**src/rtl/game_round_controller.sv**
```systemverilog
// -----------------------------------------------------------------------------
// game_round_controller
//
// Multi-round game sequencer: IDLE -> COUNTDOWN -> PLAYING -> ROUND_END -> ...
// -> GAME_OVER over NUM_ROUNDS rounds, with pause/resume and a saturating
// total-score accumulator. Countdown, play and gap timers are owned here and
// advance on the external 1 Hz tick pulse.
//
// Inputs are all single-cycle pulses sampled on the rising edge of clk; there
// is no handshake. When several pulses coincide they are resolved in the order
// rst > btn_start > btn_pause > tick_1hz > btn_difficulty, and a pulse that
// loses is dropped.
//
// Optional feature (macro HIGH_SCORE_EN): adds high_score / new_high_pulse,
// a best-total register that survives btn_start and is cleared only by rst.
//
// Ports:
//   clk, rst           clock, synchronous active-high reset
//   tick_1hz           one-cycle pulse per second
//   btn_start          start / restart game (any state)
//   btn_pause          toggle PLAYING <-> PAUSED
//   btn_difficulty     advance difficulty (IDLE / GAME_OVER only)
//   score_in           current round score from the score counter
//   enable_score       score counter enable (PLAYING)
//   clear_score        score counter clear (IDLE, COUNTDOWN)
//   enable_mole_ctrl   mole controller enable (PLAYING)
//   difficulty_level   selected difficulty, 0..DIFF_LEVELS-1
//   state_out          current state code (debug / display)
//   round_num          current round, 1-based, 0 in IDLE
//   time_left          seconds left in the current timed state
//   time_bcd           time_left as {tens, ones} BCD
//   total_score        saturating sum of completed round scores
//   high_score         (HIGH_SCORE_EN) best total since reset
//   new_high_pulse     (HIGH_SCORE_EN) one cycle when high_score improves
//   game_over_pulse    one cycle on entry to GAME_OVER
// -----------------------------------------------------------------------------
module game_round_controller #(
    parameter int COUNTDOWN_SEC = 5,
    parameter int GAME_SEC      = 30,
    parameter int ROUND_GAP_SEC = 2,
    parameter int NUM_ROUNDS    = 3,
    parameter int DIFF_LEVELS   = 3,
    parameter int SCORE_W       = 8,
    parameter int TOTAL_W       = 10
) (
    input  logic               clk,
    input  logic               rst,
    input  logic               tick_1hz,
    input  logic               btn_start,
    input  logic               btn_pause,
    input  logic               btn_difficulty,
    input  logic [SCORE_W-1:0] score_in,
    output logic               enable_score,
    output logic               clear_score,
    output logic               enable_mole_ctrl,
    output logic [1:0]         difficulty_level,
    output logic [2:0]         state_out,
    output logic [2:0]         round_num,
    output logic [6:0]         time_left,
    output logic [7:0]         time_bcd,
    output logic [TOTAL_W-1:0] total_score,
`ifdef HIGH_SCORE_EN
    output logic [TOTAL_W-1:0] high_score,
    output logic               new_high_pulse,
`endif
    output logic               game_over_pulse
);

    typedef enum logic [2:0] {
        S_IDLE      = 3'd0,
        S_COUNTDOWN = 3'd1,
        S_PLAYING   = 3'd2,
        S_PAUSED    = 3'd3,
        S_ROUND_END = 3'd4,
        S_GAME_OVER = 3'd5
    } state_t;

    // Sum is formed one bit wider than either operand so overflow is visible
    // before clamping to the all-ones total.
    localparam int SUM_W = ((TOTAL_W > SCORE_W) ? TOTAL_W : SCORE_W) + 1;
    localparam logic [SUM_W-1:0] TOTAL_MAX = SUM_W'({TOTAL_W{1'b1}});

    state_t               state_q, state_d;
    logic [2:0]           round_d;
    logic [6:0]           time_d;
    logic [TOTAL_W-1:0]   total_d;
    logic [1:0]           diff_d;
    logic                 go_d;
    logic [1:0]           diff_next;
    logic [SUM_W-1:0]     sum_wide;
    logic [TOTAL_W-1:0]   total_sat;
    logic [3:0]           bcd_tens, bcd_ones;

    assign state_out = state_q;

    assign diff_next = (difficulty_level == 2'(DIFF_LEVELS - 1)) ? 2'd0
                                                                  : difficulty_level + 2'd1;
    assign sum_wide  = SUM_W'(total_score) + SUM_W'(score_in);
    assign total_sat = (sum_wide > TOTAL_MAX) ? {TOTAL_W{1'b1}} : sum_wide[TOTAL_W-1:0];

    // BCD is derived from the next time value so it lands on the same edge
    // as time_left itself.
    assign bcd_tens = 4'(time_d / 7'd10);
    assign bcd_ones = 4'(time_d % 7'd10);

    always_comb begin
        state_d = state_q;
        round_d = round_num;
        time_d  = time_left;
        total_d = total_score;
        diff_d  = difficulty_level;
        go_d    = 1'b0;

        case (state_q)
            S_IDLE, S_GAME_OVER: begin
                if (btn_difficulty) diff_d = diff_next;
            end
            S_COUNTDOWN: begin
                if (tick_1hz) begin
                    if (time_left == 7'd1) begin
                        state_d = S_PLAYING;
                        time_d  = 7'(GAME_SEC);
                    end else begin
                        time_d  = time_left - 7'd1;
                    end
                end
            end
            S_PLAYING: begin
                // Pause outranks the tick, so a final tick coinciding with
                // pause leaves time_left at 1.
                if (btn_pause) begin
                    state_d = S_PAUSED;
                end else if (tick_1hz) begin
                    if (time_left == 7'd1) begin
                        total_d = total_sat;
                        if (round_num == 3'(NUM_ROUNDS)) begin
                            state_d = S_GAME_OVER;
                            time_d  = 7'd0;
                            go_d    = 1'b1;
                        end else begin
                            state_d = S_ROUND_END;
                            time_d  = 7'(ROUND_GAP_SEC);
                        end
                    end else begin
                        time_d = time_left - 7'd1;
                    end
                end
            end
            S_PAUSED: begin
                if (btn_pause) state_d = S_PLAYING;
            end
            S_ROUND_END: begin
                if (tick_1hz) begin
                    if (time_left == 7'd1) begin
                        state_d = S_COUNTDOWN;
                        round_d = round_num + 3'd1;
                        time_d  = 7'(COUNTDOWN_SEC);
                    end else begin
                        time_d  = time_left - 7'd1;
                    end
                end
            end
            default: begin
                state_d = S_IDLE;
                round_d = 3'd0;
                time_d  = 7'd0;
            end
        endcase

        // Start overrides everything evaluated above, including difficulty.
        if (btn_start) begin
            state_d = S_COUNTDOWN;
            round_d = 3'd1;
            time_d  = 7'(COUNTDOWN_SEC);
            total_d = '0;
            diff_d  = difficulty_level;
            go_d    = 1'b0;
        end
    end

    always_ff @(posedge clk) begin
        if (rst) begin
            state_q          <= S_IDLE;
            round_num        <= 3'd0;
            time_left        <= 7'd0;
            time_bcd         <= 8'd0;
            total_score      <= '0;
            difficulty_level <= 2'd0;
            game_over_pulse  <= 1'b0;
            enable_score     <= 1'b0;
            enable_mole_ctrl <= 1'b0;
            clear_score      <= 1'b1;
        end else begin
            state_q          <= state_d;
            round_num        <= round_d;
            time_left        <= time_d;
            time_bcd         <= {bcd_tens, bcd_ones};
            total_score      <= total_d;
            difficulty_level <= diff_d;
            game_over_pulse  <= go_d;
            enable_score     <= (state_d == S_PLAYING);
            enable_mole_ctrl <= (state_d == S_PLAYING);
            clear_score      <= (state_d == S_IDLE) || (state_d == S_COUNTDOWN);
        end
    end

`ifdef HIGH_SCORE_EN
    // total_d is the final, already-saturated total on the GAME_OVER entry cycle.
    always_ff @(posedge clk) begin
        if (rst) begin
            high_score     <= '0;
            new_high_pulse <= 1'b0;
        end else begin
            new_high_pulse <= 1'b0;
            if (go_d && (total_d > high_score)) begin
                high_score     <= total_d;
                new_high_pulse <= 1'b1;
            end
        end
    end
`endif

endmodule

```
**config.mk**
```make
export PLATFORM = sky130hd
export DESIGN_NAME = game_round_controller
export DESIGN_NICKNAME = d
export VERILOG_FILES = /design/src/rtl/game_round_controller.sv
export SDC_FILE = /design/constraint.sdc
export NUM_CORES = 1
export LEC_CHECK = 0
export ABC_CLOCK_PERIOD_IN_PS = 7600
export CORE_MARGIN = 2
export CORE_UTILIZATION = 65
export CTS_BUF_LIST = sky130_fd_sc_hd__clkbuf_4 sky130_fd_sc_hd__clkbuf_8 sky130_fd_sc_hd__clkbuf_16
export CTS_CLUSTER_SIZE = 14
export DETAILED_ROUTE_END_ITERATION = 8
export DONT_BUFFER_PORTS = 1
export PLACE_DENSITY = 0.8
export SLEW_MARGIN = 20
export SYNTH_ARGS = -nofsm -noshare
export SYNTH_HDL_FRONTEND = slang
export SYNTH_SLANG_ARGS = --single-unit
```
**constraint.sdc**
```tcl
create_clock -name clk -period 7.6 [get_ports clk]
set_input_delay 0.76 -clock clk [delete_from_list [all_inputs] [get_ports clk]]
set_output_delay 0.76 -clock clk [all_outputs]
set_load 0.05 [all_outputs]
```
==> results.md, run 1 <==
- Status: finished clean
- Max Cap Viol: 0
- Post-Layout Inst Area: 2800 sq um
- CP Launch Point: time_left[1]$_SDFF_PP0_
- Synth Instances: 339
- Detailed Route WL: 6800 um
- Synthesized flop and latch total: 35
- Buffers on Ports: 0
- Worst VDD drop: 143 uV
- Row count: 23
- Clock power share: 36.3%
- Commonest non-fill, non-tap cell in the layout: nor2_1
- Fillcell total: 323
- Mean Syn Cell Area: 7.93 sq um
- Slew Limit Fails: 0
- Inst Count DP: 376
- Final setup vio count: 0
- Final period util: 60.6%
- Crit path kind: reg2reg
- Die Width: 68.3 um
- # Post-CTS Setup Buffers: 0
- Total congestion overflow: 0
- Largest net degree at the start of global routing: 22
- Clk slew on worst S/H paths: 0.07 ns
- Worst r2r src: time_left[1]$_SDFF_PP0_
- Async SR Flop Fraction: 0%
- Share of cells above drive strength 1: 10.2%
- Most frequent cells in the layout: nor2_1 (36), dfxtp_1 (35), o21ai_0 (27), a21oi_1 (27), inv_1 (25)
- Residual DRC count: 0
- CP startpoint kind: register
- Final Skew: 0.00625 ns
- Final min period: 4.61 ns
- H-tree depth: 2
- R2r worst-path depth: 14
- Fin. Hold Viols: 0
- HPWL after DPL: 4990 um
- CTS tree: done
- WP data arrival: 4.79 ns
- Worst Max-Slew Pin Slew: 1.12 ns
- DR WL/cell: 17.7 um
- Gr usage total: 30.3%
- Slew HR: 25.2%
- Post-synth top flop: dfxtp_1
- Antenna cells: 0
- Fmax: 217 MHz
- Met1 Wirelength: 2900 um
- # IOs: 51
- Final ANT Viol Nets: 0
- Net count reported at finish: 361
- Initial antenna violation count: 0
- Critical Path End Type: register
- CTS buffer count: 5
- R2r setup slk: 2.99 ns
- Initial Utilization: 67.2%
- Worst-path fanout max: 9
- CTS hold repair buffers: 0
- Sw Ratio: 31.4%
- Placer Congestion: 0.994
- Critical Path RT: 7.78 ns
- Yosys top cell area share: 26.1%
- Worst setup path endpoint: time_bcd[2]$_SDFF_PP0_
- Reg2reg end: time_bcd[2]$_SDFF_PP0_
- Clock Tree Root: clkbuf_8
- Top Layer Used: met4
- Comb pwr share: 18.4%
- Vias in the first global route: 2295
- Area growth from synthesis to layout: 4.19%
- Clk_lat worst skew: 0.29 ns
- PostCTS Resize Cnt: 0
- Drt initial violations: 364
- Chip height: 68.3 um
- Area contributors post-synth: dfxtp_1 (26%), ha_1 (6.1%), a21oi_1 (5.0%)
- Hold Crit Class: in2reg
- Sequential share of power: 45.2%
- RSZ-0062 raised after global routing: no
- Mapped Area: 2690 sq um
- Core area: 4000 sq um
- Syn nets: 367
- Synth Warn #: 0
- Clock sinks: 35
- Vias per cell: 6.68
- Leakage: 1.04 nW
- Leading area contributor after synthesis: dfxtp_1
- Met3 wire len: 702 um
- Post-synth EDFFs: 0
- Seq/Total Area, Yosys: 26.1%
- Int Pwr: 0.000327 W
- Post-synthesis cell type count: 78
- Clock Path Buffers: 2
- Vias: 2566
- Net switching power: 0.000150 W
- PD cells: 170 nW/um^2
- Met2 Wirelength: 3080 um
- Final setup TNS: 0 ns
- Final Non-Filler Cells: 384
- Placed cell area: 2680 sq um
- First-pass GRT wire length: 10700 um
- DIE AREA: 4660 sq um
- Number of iterations in the first detailed-routing pass: 5
[metal layers]
metal,global-route usage [%],up-vias
li1,-,1234
met1,39.3,1179
met2,46.8,139
met3,9.05,14
met4,11.8,0
met5,0,-
[cell usage after synthesis, types with 3 or more instances]
cell type,count
nor2b_1,7
o21ai_1,3
a32oi_1,4
clkbuf_1,7
a21o_1,3
nand2_1,24
nor3_1,9
a31oi_1,3
inv_1,25
nand4_1,3
buf_2,3
nand2b_1,8
buf_4,3
and2_1,6
or3b_2,3
ha_1,13
xnor2_1,5
nand3_1,8
nor3b_1,3
dfxtp_1,35
a21oi_1,27
a211oi_1,8
nor2_1,36
o21ai_0,27
[sequential cells by signal, summed over array words and instances (netlist names)]
register and count:
total_score 10, time_bcd 7, time_left 7, round_num 3, state_out 3, difficulty_level 2, clear_score 1, enable_mole_ctrl 1
game_over_pulse 1
[metrics by stage]
stage	power, W	hold slack [ns]	util [%]	setup WS, ns
5_1_grt	0.000497	0.523	70.0	2.72
6_report	0.000477	0.534	70.0	2.99
3_3_place_gp	0.000304	0.701	67.1	3.26
2_1_floorplan	0.000289	0.688	-	3.51
4_1_cts	0.000479	0.525	70.0	3.08
3_5_place_dp	0.000305	0.711	67.1	3.09
[how the worst min path moves through the flow]
stage | from | endpoint | slack (ns) | cells past startpoint
after CTS | rst | time_bcd[3]$_SDFF_PP0_ | 0.52 | 1
after floorplan | difficulty_level[1]$_SDFFE_PP0P_ | difficulty_level[1]$_SDFFE_PP0P_ | 0.69 | 2
final | rst | time_bcd[3]$_SDFF_PP0_ | 0.53 | 1
after global routing | rst | time_bcd[3]$_SDFF_PP0_ | 0.52 | 1
after detailed placement | difficulty_level[1]$_SDFFE_PP0P_ | difficulty_level[1]$_SDFFE_PP0P_ | 0.71 | 2
after global placement | difficulty_level[1]$_SDFFE_PP0P_ | difficulty_level[1]$_SDFFE_PP0P_ | 0.70 | 2
[area by class of cell]
| type | count | area, sq um | area share (%) |
|---|---|---|---|
| multi-input combinational | 265 | 1820 | 64.9 |
| sequential | 35 | 701 | 25.0 |
| inverter | 25 | 93.8 | 3.35 |
| clock buffer | 6 | 82.6 | 2.95 |
| tap | 50 | 62.6 | 2.23 |
| clock inverter | 2 | 35.0 | 1.25 |
| timing repair buffer | 1 | 7.51 | 0.268 |
[cells by family after synthesis]
kind of cell | synth area share [%]
AND/OR/NAND/NOR | 27.8
multiplexers | 0.931
buffers and inverters | 6.28
adder cells (fa/ha/maj) | 7.17
XOR/XNOR | 1.96
flip-flops | 26.1
AO/OA/AOI/OAI | 29.8
[power groups by stage]
stage	logic [W]	clock network, W	registers [W]
floorplan	0.0000707	0	0.000218
global placement	0.0000837	0	0.000220
detailed placement	0.0000847	0	0.000220
CTS	0.0000856	0.000177	0.000216
global route	0.0000961	0.000184	0.000217
finish	0.0000878	0.000173	0.000216
[critical path, cell delays in order (launching register included)]
cell and delay, ns:
dfxtp_1 0.52, inv_1 0.21, ha_1 0.28, or4b_4 0.52, o221a_1 0.27, a32o_2 0.28
a21oi_4 0.32, and2b_1 0.21, a21oi_1 0.07, o311ai_0 0.49, inv_1 0.12, ha_1 0.27
o41ai_1 0.57, nor4_4 0.08, a32o_1 0.28
(Power assumes the default switching activity.)
==> run 2, diff against run 1 <==
--- a/config.mk
+++ b/config.mk
@@ -5,14 +5,14 @@
 export SDC_FILE = /design/constraint.sdc
 export NUM_CORES = 1
 export LEC_CHECK = 0
-export ABC_CLOCK_PERIOD_IN_PS = 7600
+export ABC_CLOCK_PERIOD_IN_PS = 3930
 export CORE_MARGIN = 2
-export CORE_UTILIZATION = 65
+export CORE_UTILIZATION = 58
 export CTS_BUF_LIST = sky130_fd_sc_hd__clkbuf_4 sky130_fd_sc_hd__clkbuf_8 sky130_fd_sc_hd__clkbuf_16
 export CTS_CLUSTER_SIZE = 14
 export DETAILED_ROUTE_END_ITERATION = 8
 export DONT_BUFFER_PORTS = 1
-export PLACE_DENSITY = 0.8
+export PLACE_DENSITY = 0.75
 export SLEW_MARGIN = 20
 export SYNTH_ARGS = -nofsm -noshare
 export SYNTH_HDL_FRONTEND = slang
==> constraint.sdc (replaced) <==
create_clock -name clk -period 3.93 [get_ports clk]
set_input_delay 0.393 -clock clk [delete_from_list [all_inputs] [get_ports clk]]
set_output_delay 0.393 -clock clk [all_outputs]
set_load 0.05 [all_outputs]
==> run 2 against run 1 <==
Effect of this change: combinational power increased by 140%; sequential cell count unchanged; critical endpoint unchanged; via count up 4.7%; worst hold slack worse by 0.38 ns; largest power group unchanged; total power is 88% higher; count of clock-buffer cells in the layout did not move; design area grew 8.3%; routed wire length grew 8.3%.
==> results.md, run 2 (synthesized netlist as in run 1, its figures left out) <==
- Status: finished clean
- Vias in the first global route: 2547 (+11%)
- Commonest non-fill, non-tap cell in the layout: nor2_1
- Crit path kind: reg2reg
- Clock Tree Root: clkbuf_8
- Clock sinks: 35 (unchanged)
- Clk slew on worst S/H paths: 0.08 ns (about the same)
- Util after Layout: 68.7% (-1.3 points)
- Placed cell area: 2880 sq um (+7.4%)
- Share of cells above drive strength 1: 18.6% (+8.4 points)
- Critical Path End Type: register
- Row count: 24 (+4.3%)
- Max Cap Viol: 0 (unchanged)
- Placer Congestion: 0.984 (-0.96%)
- Final setup vio count: 0 (unchanged)
- Detailed Route WL: 7370 um (+8.3%)
- Net count reported at finish: 387 (+7.2%)
- CTS hold repair buffers: 0 (unchanged)
- Initial antenna violation count: 0 (unchanged)
- Worst VDD drop: 282 uV (+97%)
- Fin. Hold Viols: 0 (unchanged)
- # IOs: 51 (unchanged)
- Total power: 0.000898 W (+88%)
- Post-Layout Inst Area: 3030 sq um (+8.3%)
- HPWL after DPL: 5490 um (+10%)
- Leakage: 1.18 nW (+13%)
- Slew HR: 38.1% (+13 points)
- Largest register FFs: 10 (unchanged)
- Fmax: 265 MHz (+22%)
- DIE AREA: 5190 sq um (+11%)
- CTS buffer count: 5 (unchanged)
- Chip height: 72.1 um (+5.5%)
- Most flop-heavy register: total_score
- Gr usage total: 28.8% (-1.4 points)
- Largest net degree at the start of global routing: 18 (-18%)
- Fillcell total: 385 (+19%)
- CP startpoint kind: register
- Final Skew: 0.00689 ns (+0.000645 ns)
- Number of iterations in the first detailed-routing pass: 4 (-1)
- DR WL/cell: 17.9 um (+0.96%)
- Slew Limit Fails: 0 (unchanged)
- Final period util: 95.9% (+35 points)
- Critical Path RT: 4.11 ns (-3.67 ns)
- Core area: 4410 sq um (+10%)
- PD cells: 296 nW/um^2 (+74%)
- RSZ-0062 raised after global routing: yes
- Buffers on Ports: 0 (unchanged)
- Residual DRC count: 0 (unchanged)
- Worst Max-Slew Pin Slew: 0.927 ns (-0.194 ns)
- Final ANT Viol Nets: 0 (unchanged)
- Area growth from synthesis to layout: 12.8%
- First-pass GRT wire length: 11900 um (+11%)
- Die Width: 72.1 um (+5.5%)
- Vias per cell: 6.52 (-2.4%)
- Total congestion overflow: 0 (unchanged)
- Initial Utilization: 60.9% (-6.3 points)
- Vias: 2687 (+4.7%)
- Clock Path Buffers: 2 (unchanged)
- Clk_lat worst skew: 0.29 ns (about the same)
- Regs by FF count: total_score (10), time_bcd (7), time_left (7)
- Worst-path fanout max: 7 (-2)
- Most frequent cells in the layout: nor2_1 (36), dfxtp_1 (33), a21oi_1 (27)
- Antenna cells: 0 (unchanged)
- H-tree depth: 2 (unchanged)
- CTS tree: done
- Hold Crit Class: in2reg
- Final min period: 3.77 ns (-0.837 ns)
- Drt initial violations: 223 (-39%)
- WP data arrival: 3.96 ns (-0.83 ns)
run 2: cell types whose count changed in the layout (fill, tap and decap cells not counted), sizes merged:
cell	before	now
buf	1	27
bufinv	1	0
clkinvlp	0	1
run 2: report_power, final:
part / switching (W) / internal, W / total, W
Combinational: 0.000129 / 0.0000801 / 0.000209
Sequential: 0.0000385 / 0.000366 / 0.000404
Clock: 0.000142 / 0.000143 / 0.000285
run 2: metal layers:
metal	track usage [%]	up-vias	wire length [um]
met2	46.1	121	3440
met3	6.25	18	607
met1	37.1	1256	3120
li1	-	1292	-
met5	0	-	0
met4	13.2	0	200
run 2: worst paths after layout:
check	start	end	slack (ns)	depth (start not counted)
worst max register to register	time_left[1]$_SDFF_PP0_	time_bcd[2]$_SDFF_PP0_	0.16	16
worst min-delay path	rst	round_num[0]$_SDFFE_PP0P_	0.16	1
worst max-delay path	time_left[1]$_SDFF_PP0_	time_bcd[2]$_SDFF_PP0_	0.16	16
worst min register to register	state_out[1]$_SDFF_PP0_	state_out[1]$_SDFF_PP0_	0.65	2
run 2: worst max-delay path, cell delays in order, from the launching register on:
cell and delay [ns]:
dfxtp_1 0.33, inv_1 0.10, ha_1 0.18, or4b_4 0.50
o221a_1 0.26, a32o_2 0.27, a21oi_4 0.18, buf_6 0.14
and4_4 0.25, o21ai_1 0.08, o311ai_1 0.13, inv_1 0.13
ha_4 0.20, o41ai_4 0.40, nor4_4 0.11, buf_4 0.16
a32o_1 0.24
run 2: metrics by stage:
step | hold slack (ns) | setup slack [ns] | std cells | TNS [ns]
global placement | 0.459 | 0.242 | 403 | 0
detailed placement | 0.462 | 0.135 | 403 | 0
finish | 0.158 | 0.160 | 412 | 0
CTS | 0.151 | 0.114 | 411 | 0
floorplan | 0.610 | 0.0808 | 339 | 0
global route | 0.145 | -0.0716 | 412 | -0.167
run 2: repair_timing:
item,4_1_cts,5_1_grt
gates resized for setup,0,10
endpoints found under the setup margin,0,4
buffers inserted,0,1
run 2: area by class of cell:
cell class	instances	area, sq um	share of cell area [%]
multi-input combinational	265	1860	61.5
sequential	35	703	23.2
timing repair buffer	27	206	6.81
inverter	25	93.8	3.10
clock buffer	6	82.6	2.72
tap	52	65.1	2.15
clock inverter	2	16.3	0.537
==> run 3, diff against run 2 <==
--- a/config.mk
+++ b/config.mk
@@ -6,6 +6,7 @@
 export NUM_CORES = 1
 export LEC_CHECK = 0
 export ABC_CLOCK_PERIOD_IN_PS = 3930
+export CORE_ASPECT_RATIO = 1.2
 export CORE_MARGIN = 2
 export CORE_UTILIZATION = 58
 export CTS_BUF_LIST = sky130_fd_sc_hd__clkbuf_4 sky130_fd_sc_hd__clkbuf_8 sky130_fd_sc_hd__clkbuf_16
==> run 3 against run 2 <==
Effect of this change: global-route usage increased by 0.31 points; die area barely moved; worst hold slack got worse by 0.0025 ns; highest routed layer unchanged.
==> results.md, run 3 (synthesized netlist as in run 1, its figures left out) <==
- Status: finished clean
- Hold Path Cell Cnt: 1 (unchanged)
- Buffers on Ports: 0 (unchanged)
- Most frequent cells in the layout: nor2_1 (36), dfxtp_1 (34), a21oi_1 (27)
- First-pass GRT wire length: 11900 um (-0.18%)
- Largest net degree at the start of global routing: 14 (-4)
- Fmax: 265 MHz (about the same)
- Final period util: 96.0% (about the same)
- Die Width: 66.1 um (-8.2%)
- Net count reported at finish: 385 (-0.52%)
- Int Pwr: 0.000629 W (+6.7%)
- Crit path kind: reg2reg
- Critical Path RT: 4.13 ns (+0.02 ns)
- Residual DRC count: 0 (unchanged)
- HPWL after DPL: 5490 um (about the same)
- Comb pwr share: 21.9% (-1.4 points)
- Hold Crit Class: in2reg
- CTS tree: done
- Total power: 0.000929 W (+3.4%)
- Clock Tree Root: clkbuf_8
- H-tree depth: 2 (unchanged)
- Final ANT Viol Nets: 0 (unchanged)
- Clk_lat worst skew: 0.29 ns (about the same)
- Most flop-heavy register: total_score
- Initial antenna violation count: 0 (unchanged)
- Initial Utilization: 59.4% (-1.5 points)
- R2r worst-path depth: 18 (+2)
- Row count: 27 (+13%)
- Clk slew on worst S/H paths: 0.08 ns (about the same)
- Vias in the first global route: 2579 (+1.3%)
- PD cells: 308 nW/um^2 (+3.8%)
- CP startpoint kind: register
- Vias: 2699 (+0.45%)
- Worst VDD drop: 238 uV (-16%)
- Critical Path End Type: register
- Net switching power: 0.000300 W (-2.9%)
- Slew HR: 37.0% (-1.1 points)
- CP Launch Point: time_left[1]$_SDFF_PP0_
- Clock sinks: 35 (unchanged)
- Antenna cells: 0 (unchanged)
- Number of iterations in the first detailed-routing pass: 5 (+1)
- Area growth from synthesis to layout: 12.4%
- Detailed Route WL: 7430 um (+0.80%)
- Worst Max-Slew Pin Slew: 0.944 ns (+0.0169 ns)
- DIE AREA: 5200 sq um (about the same)
- Clock power share: 34.6% (+2.9 points)
- Final setup vio count: 0 (unchanged)
- # IOs: 51 (unchanged)
- Vias per cell: 6.50 (-0.28%)
- Max Cap Viol: 0 (unchanged)
- Worst-path fanout max: 7 (unchanged)
- Share of cells above drive strength 1: 18.2% (-0.40 points)
- Commonest non-fill, non-tap cell in the layout: nor2_1
- Clock Path Buffers: 2 (unchanged)
- Leakage: 1.17 nW (-1.0%)
- Largest register FFs: 10 (unchanged)
- Sequential share of power: 43.5% (-1.5 points)
- Slew Limit Fails: 0 (unchanged)
- Fin. Hold Viols: 0 (unchanged)
- Worst setup path endpoint: time_bcd[1]$_SDFF_PP0_
- Gr usage total: 29.1% (+0.31 points)
- CTS buffer count: 5 (unchanged)
- Final Skew: 0.00903 ns (+0.00214 ns)
- Final min period: 3.77 ns (+0.00113 ns)
- WP data arrival: 3.98 ns (+0.02 ns)
- Regs by FF count: total_score (10), time_bcd (7), time_left (7)
- Reg2reg end: time_bcd[1]$_SDFF_PP0_
- Worst r2r src: time_left[1]$_SDFF_PP0_
- R2r setup slk: 0.16 ns (about the same)
- Total congestion overflow: 0 (unchanged)
- Util after Layout: 66.7% (-2.0 points)
- Drt initial violations: 245 (+9.9%)
- Chip height: 78.6 um (+9.0%)
- # Post-CTS Setup Buffers: 0 (unchanged)
- DR WL/cell: 17.9 um (about the same)
- Core area: 4530 sq um (+2.6%)
- Sw Ratio: 32.3% (-2.1 points)
- Placer Congestion: 0.986 (+0.19%)
[run 3: changes by cell type in the layout (fill, tap and decap cells not counted), sizes merged]
cell / change
clkinv: -1
bufinv: +1
clkbuf: -1
buf: -2
[run 3: layer usage]
layer  share of wire, %  GRT usage [%]  up-vias  wire, um
li1                   -              -     1279         -
met3                6.4           5.30       31       474
met5                  0              0        -         0
met1                 42           35.5     1256      3110
met4                3.1           12.9        0       230
met2                 49           49.1      133      3610
[run 3: through the flow]
step / worst slack [ns] / std cells / cell area [sq um] / setup TNS, ns / hold slack [ns]
after floorplan: 0.0808 / 339 / 2700 / 0 / 0.610
after global routing: -0.00289 / 415 / 3020 / -0.00289 / 0.149
after CTS: 0.0251 / 415 / 2990 / 0 / 0.154
after detailed placement: 0.111 / 408 / 2880 / 0 / 0.460
final: 0.158 / 415 / 3020 / 0 / 0.155
after global placement: 0.197 / 408 / 2880 / 0 / 0.462
[run 3: power by group through the flow]
stage / clock [W] / combinational [W] / sequential, W
global placement: 0 / 0.000191 / 0.000412
CTS: 0.000325 / 0.000193 / 0.000404
detailed placement: 0 / 0.000192 / 0.000412
global route: 0.000340 / 0.000222 / 0.000406
finish: 0.000322 / 0.000204 / 0.000404
floorplan: 0 / 0.000138 / 0.000423
[run 3: critical path, stage by stage (launching register included)]
cell and delay (ns):
dfxtp_1 0.31, inv_1 0.10, ha_2 0.23, or4b_4 0.50, o221a_1 0.26, a32o_2 0.27, a21oi_4 0.18, buf_4 0.17
nor3_1 0.07, o21ai_1 0.15, o311ai_1 0.14, inv_1 0.13, ha_4 0.17, inv_1 0.06, nand4_1 0.08, o41ai_2 0.10
nor4_4 0.38, o311ai_2 0.17, o22ai_1 0.20
[run 3: final cells by class]
type,count,area (sq um)
clock inverter,2,37.5
tap,58,72.6
timing repair buffer,25,188
inverter,25,93.8
fill,398,1510
sequential,35,702
clock buffer,5,68.8
multi-input combinational,265,1860
[run 3: how the worst min path moves through the flow]
| stage | start | to | slack (ns) |
|---|---|---|---|
| 5_1_grt | rst | time_left[0]$_SDFF_PP0_ | 0.15 |
| 4_1_cts | rst | time_left[0]$_SDFF_PP0_ | 0.15 |
| 3_5_place_dp | rst | time_left[0]$_SDFF_PP0_ | 0.46 |
| 3_3_place_gp | rst | time_bcd[3]$_SDFF_PP0_ | 0.46 |
| 2_1_floorplan | rst | total_score[0]$_SDFFE_PP0P_ | 0.61 |
| 6_report | rst | time_left[0]$_SDFF_PP0_ | 0.16 |
[run 3: repair_timing]
action | in CTS | in global routing
gates resized for setup | 0 | 9
endpoints found under the setup margin | 0 | 4
hold buffers | 0 | 0
